### config.mk
export PLATFORM = sky130hd
export DESIGN_NAME = downsample_filter_121
export DESIGN_NICKNAME = d
export VERILOG_FILES = /design/src/rtl/ds_pkg.sv /design/src/rtl/ds_kernel_121.sv /design/src/rtl/downsample_filter_121.sv
export SDC_FILE = /design/constraint.sdc
export NUM_CORES = 1
export LEC_CHECK = 0
export ABC_AREA = 1
export BUFFER_PORTS_ARGS = -buffer_cell sky130_fd_sc_hd__buf_2
export CAP_MARGIN = 20
export CORE_MARGIN = 2
export CORE_UTILIZATION = 29
export DETAILED_ROUTE_END_ITERATION = 6
export PLACE_DENSITY_LB_ADDON = 0.08
export SLEW_MARGIN = 20
export SYNTH_ARGS = -nofsm -noshare
export SYNTH_HDL_FRONTEND = slang
export SYNTH_SLANG_ARGS = --single-unit
### constraint.sdc
create_clock -name clk -period 3.37 [get_ports clk]
set_input_delay 0.674 -clock clk [delete_from_list [all_inputs] [get_ports clk]]
set_output_delay 0.674 -clock clk [all_outputs]
set_load 0.02 [all_outputs]
### src/rtl/ds_pkg.sv
// Shared constants, state encoding and sizing helper for the 1-2-1 decimating filter.
package ds_pkg;

    localparam int unsigned DS_PIX_W   = 8;
    localparam int unsigned DS_ROW_LEN = 256;
    localparam int unsigned SUM_W      = DS_PIX_W + 2;

    typedef enum logic [1:0] {
        FILL,
        RUN,
        DRAIN
    } ds_state_t;

    function automatic int unsigned clog2(input int unsigned v);
        int unsigned r = 0;
        while ((32'd1 << r) < v) r++;
        return r;
    endfunction

endpackage

### src/rtl/ds_kernel_121.sv
// Combinational 1-2-1 horizontal kernel, scaled by 1/4.
// DS_ROUND_EN selects round-half-up instead of truncation.
module ds_kernel_121
    import ds_pkg::*;
#(
    parameter int unsigned PIX_W = DS_PIX_W
) (
    input  logic [PIX_W-1:0] tap0,
    input  logic [PIX_W-1:0] tap1,
    input  logic [PIX_W-1:0] tap2,
    output logic [PIX_W-1:0] pix
);

    localparam int unsigned KSUM_W = PIX_W + 2;

    logic [KSUM_W-1:0] sum;
    logic [KSUM_W-1:0] scaled;

    // Max sum is 4*(2^PIX_W-1); +2 still fits in PIX_W+2 bits.
    always_comb begin
        sum = KSUM_W'(tap2) + {1'b0, tap1, 1'b0} + KSUM_W'(tap0);
`ifdef DS_ROUND_EN
        scaled = sum + KSUM_W'(2);
`else
        scaled = sum;
`endif
        pix = PIX_W'(scaled >> 2);
    end

endmodule

### src/rtl/downsample_filter_121.sv
// 1-2-1 filter with 2:1 decimation, per-row column tracking and end-of-row drain.
// Optional rounding via DS_ROUND_EN (see ds_kernel_121).
module downsample_filter_121
    import ds_pkg::*;
#(
    parameter int unsigned PIX_W   = DS_PIX_W,
    parameter int unsigned ROW_LEN = DS_ROW_LEN
) (
    input  logic             clk,
    input  logic             reset,
    input  logic             in_valid,
    output logic             in_ready,
    input  logic [PIX_W-1:0] tap0,
    input  logic [PIX_W-1:0] tap1,
    input  logic [PIX_W-1:0] tap2,
    output logic             out_valid,
    input  logic             out_ready,
    output logic [PIX_W-1:0] out_pix,
    output logic             out_last,
    output logic             row_done
);

    localparam int unsigned      COL_W     = clog2(ROW_LEN);
    localparam logic [COL_W-1:0] COL_ONE   = COL_W'(1);
    localparam logic [COL_W-1:0] COL_LASTE = COL_W'(ROW_LEN - 2);
    localparam logic [COL_W-1:0] COL_END   = COL_W'(ROW_LEN - 1);

    ds_state_t        state, state_nxt;
    logic [COL_W-1:0] col;
    logic             accept, emit, s2_load, drained;
    logic             s1_valid, s1_last;
    logic [PIX_W-1:0] s1_pix, k_pix;

    ds_kernel_121 #(.PIX_W(PIX_W)) u_kernel (
        .tap0 (tap0),
        .tap1 (tap1),
        .tap2 (tap2),
        .pix  (k_pix)
    );

    assign accept  = in_valid & in_ready;
    assign emit    = accept & (state == RUN) & ~col[0];
    assign s2_load = ~out_valid | out_ready;
    assign drained = ~s1_valid & ~out_valid;

    always_ff @(posedge clk) begin
        if (reset) state <= FILL;
        else       state <= state_nxt;
    end

    always_comb begin
        state_nxt = state;
        case (state)
            FILL:    if (accept && col == COL_ONE) state_nxt = RUN;
            RUN:     if (accept && col == COL_END) state_nxt = DRAIN;
            DRAIN:   if (drained)                  state_nxt = FILL;
            default: state_nxt = FILL;
        endcase
    end

    always_comb begin
        in_ready = ~reset & (state != DRAIN) & (~s1_valid | s2_load);
        row_done = ~reset & (state == DRAIN) & drained;
    end

    always_ff @(posedge clk) begin
        if (reset)       col <= '0;
        else if (accept) col <= (col == COL_END) ? '0 : col + COL_ONE;
    end

    // s1 refills on an emit even while s2 drains it in the same cycle.
    always_ff @(posedge clk) begin
        if (reset) begin
            s1_valid <= 1'b0;
            s1_pix   <= '0;
            s1_last  <= 1'b0;
        end else if (emit) begin
            s1_valid <= 1'b1;
            s1_pix   <= k_pix;
            s1_last  <= (col == COL_LASTE);
        end else if (s2_load) begin
            s1_valid <= 1'b0;
        end
    end

    always_ff @(posedge clk) begin
        if (reset) begin
            out_valid <= 1'b0;
            out_pix   <= '0;
            out_last  <= 1'b0;
        end else if (s2_load) begin
            out_valid <= s1_valid;
            out_pix   <= s1_pix;
            out_last  <= s1_valid & s1_last;
        end
    end

endmodule

==> results.yml <==
pwr:
  p_per_area_nw_per_um2: 400
  vdd_drop_max_uv: 181
  total_power_mw: 0.926
  p_leak_nw: 1.13
drt:
  post_drt_wl_per_cell_um: 11.1
  drc_errors: 0
  via_per_inst: 4.43
  drt_iter0_markers: 78
  wl_um: 4250
  firstDrtPassIters: 4
  antenna_left: 0
  vias: 1700
finish:
  layout-drive-gt1-share: 0.235
  utilization: 0.361
  final_nets: 353
  final_common_cell: "nand2_1"
  syn_to_final_growth_pct: 19.0
  antenna_cells: 0
  layout_common_cells: "52 x nand2_1, 39 x buf_2, 35 x nor2_1"
  fillers: 722
  fin_cells: 384
  final_design_area_no_fill_um2: 2320
placed_design:
  place.gp.congestion: 0.719
  placed_cell_area_um2: 2200
  dp_cells: 377
  pre_cts_slack_ns: 0.652
  io_buffers: 39
  dp.final_hpwl_um: 3310
yosys:
  yosys.area_share.simple: 0.322
  synth_xor_area_frac: 0.00900
  synth.distinct_cells: 31
  yosys-mux-area-fraction: 0
  yosysSeqAreaShare: 0.309
  synth_top_family_by_area: "simple AND/OR/NAND/NOR gates"
  synth_nets: 312
  synth_edf_count: 0
  avgSynthCellArea_um2: 7.31
  synth_adder_area_share: 0.147
  synth_compound_area_frac: 0.105
  syn_area_um2: 1950
  ys.flop_type: "dfxtp_1"
  ys_ff_latch: 30
  synth_cells: 266
  yosysWarnings: 0
  async_flop_share: 0
clock_network:
  cts_num_sinks: 30
  htreeDepth: 2
  cts.hold.buffers_added: 0
  ctsRootBufferMaster: "clkbuf_8"
  clk_latency_ns: 0.28
  clock_tree.buffer_depth: 2
  postCtsResizedCells: 0
  cts_tree: "yes"
  cts_inserted_buffers: 5
  cts_setup_buffers: 0
  cts.clk_slew.worst_paths_ns: 0.07
worst_hold_path:
  whs_endpoint: "out_pix[6]"
  hold_start: "s1_pix[6]"
  hold-path-cell-count: 2
  hp-class: "flip-flop to flip-flop"
setup_path:
  r2r-end: "state[0]"
  critPathKind: "primary input to flip-flop"
  reg2reg_slack_ns: 1.87
  r2r-start: "col[0]"
  worstPathRequired_ns: 3.55
  arrival_ns: 2.56
  worstSetupStartpointType: "primary input"
  reg2reg_depth: 8
  end_kind: "flip-flop"
  crit_fanout: 3
die:
  die_w_um: 85.9
  rows: 29
  pin_count: 40
  die_area_um2: 7380
  die_height_um: 85.9
  initial_core_util: 0.303
  core_area_um2: 6420
timing:
  final-setup-viol-count: 0
  max_slew_margin: 0.688
  setup_tns_ns: 0
  drv_slew: 0
  min_period_ns: 2.38
  fin_worst_skew_ns: 0.00390
  hold_violations: 0
  rsz0062_at_grt: "no"
  fin_crit_sh: 0.707
  max_freq_ghz: 0.420
  holdWs_ns: 0.479
  layout_setup_ws_ns: 0.987
  tightest_slew_ns: 0.468
grt:
  grt_usage: 0.128
  grt_pass1_vias: 1681
  grt_pass1_wl_um: 7580
  grt_max_degree: 25
  grt_antenna_before_repair: 0
  grt_overflow: 0
flow_run:
  maxCapViolCount: 0
status:
  status: "finished clean"
layout make-up:
cell class | count | area [um2] | area share
clock buffers | 6 | 82.6 | 0.0357
clock inverters | 1 | 30.0 | 0.0130
inverters | 44 | 178 | 0.0767
multi-input cells | 187 | 1130 | 0.489
flip-flops and latches | 30 | 601 | 0.259
well taps | 77 | 96.3 | 0.0416
repair buffers | 39 | 195 | 0.0843
cell families (layout without fill, tap and decap cells):
| family | after synthesis | count (layout) |
|---|---|---|
| adders and majority gates | 18 | 18 |
| DFF | 30 | 30 |
| AOI/OAI and AO/OA | 40 | 40 |
| xor gates and xnor gates | 2 | 2 |
| and+or+nand+nor | 127 | 127 |
| buffers and inverters | 49 | 90 |
metal layers:
| metal | track usage | share of wire |
|---|---|---|
| met1 | 0.172 | 0.51 |
| met2 | 0.204 | 0.45 |
| met3 | 0.0327 | 0.029 |
| met4 | 0.0346 | 0.0078 |
| met5 | 0 | 0 |
Yosys cell counts (2+ instances only):
| cell | number | area, um2 |
|---|---|---|
| a21oi_1 | 21 | 105 |
| buf_6 | 2 | 22.5 |
| clkbuf_1 | 3 | 11.3 |
| dfxtp_1 | 30 | 601 |
| fa_1 | 8 | 160 |
| ha_1 | 10 | 125 |
| inv_1 | 33 | 124 |
| inv_2 | 9 | 33.8 |
| nand2_1 | 52 | 195 |
| nand2_4 | 2 | 22.5 |
| nand3_1 | 16 | 80.1 |
| nand3_2 | 2 | 20.0 |
| nand4_1 | 6 | 37.5 |
| nand4_4 | 2 | 42.5 |
| nor2_1 | 35 | 131 |
| nor2_2 | 4 | 25.0 |
| o21ai_0 | 8 | 40.0 |
| o21ai_1 | 10 | 50.1 |
how the worst max path moves through the flow:
stage / depth (start not counted) / to / slack, ns / start
after floorplan: 13 / s1_pix[5] / 0.94 / tap0[1]
after global routing: 14 / s1_pix[5] / 0.75 / tap0[1]
after global placement: 14 / s1_pix[5] / 0.73 / tap0[1]
after CTS: 14 / s1_pix[5] / 0.95 / tap0[1]
after detailed placement: 14 / s1_pix[5] / 0.65 / tap0[1]
final: 14 / s1_pix[5] / 0.99 / tap0[1]
critical path: stages:
cell and delay [ns]:
buf_2 0.07, inv_1 0.04, fa_1 0.46, nor2_1 0.20, inv_1 0.09, fa_1 0.40, inv_1 0.07, nand3_1 0.06
nand2_1 0.10, nand2_1 0.09, nand2_1 0.07, nand2_1 0.04, a21oi_1 0.12, nor2_1 0.06
registers in the layout (all words and copies together), names as in the netlist:
signal	flops
col	8
out_last	1
out_pix	8
out_valid	1
s1_last	1
s1_pix	8
s1_valid	1
state	2
power by group:
part / internal, mW / total (mW) / switching [mW]
clock network: 0.236 / 0.373 / 0.137
logic: 0.0764 / 0.191 / 0.115
registers: 0.358 / 0.362 / 0.00361
Note: power is estimated with default switching activity, not from simulation.
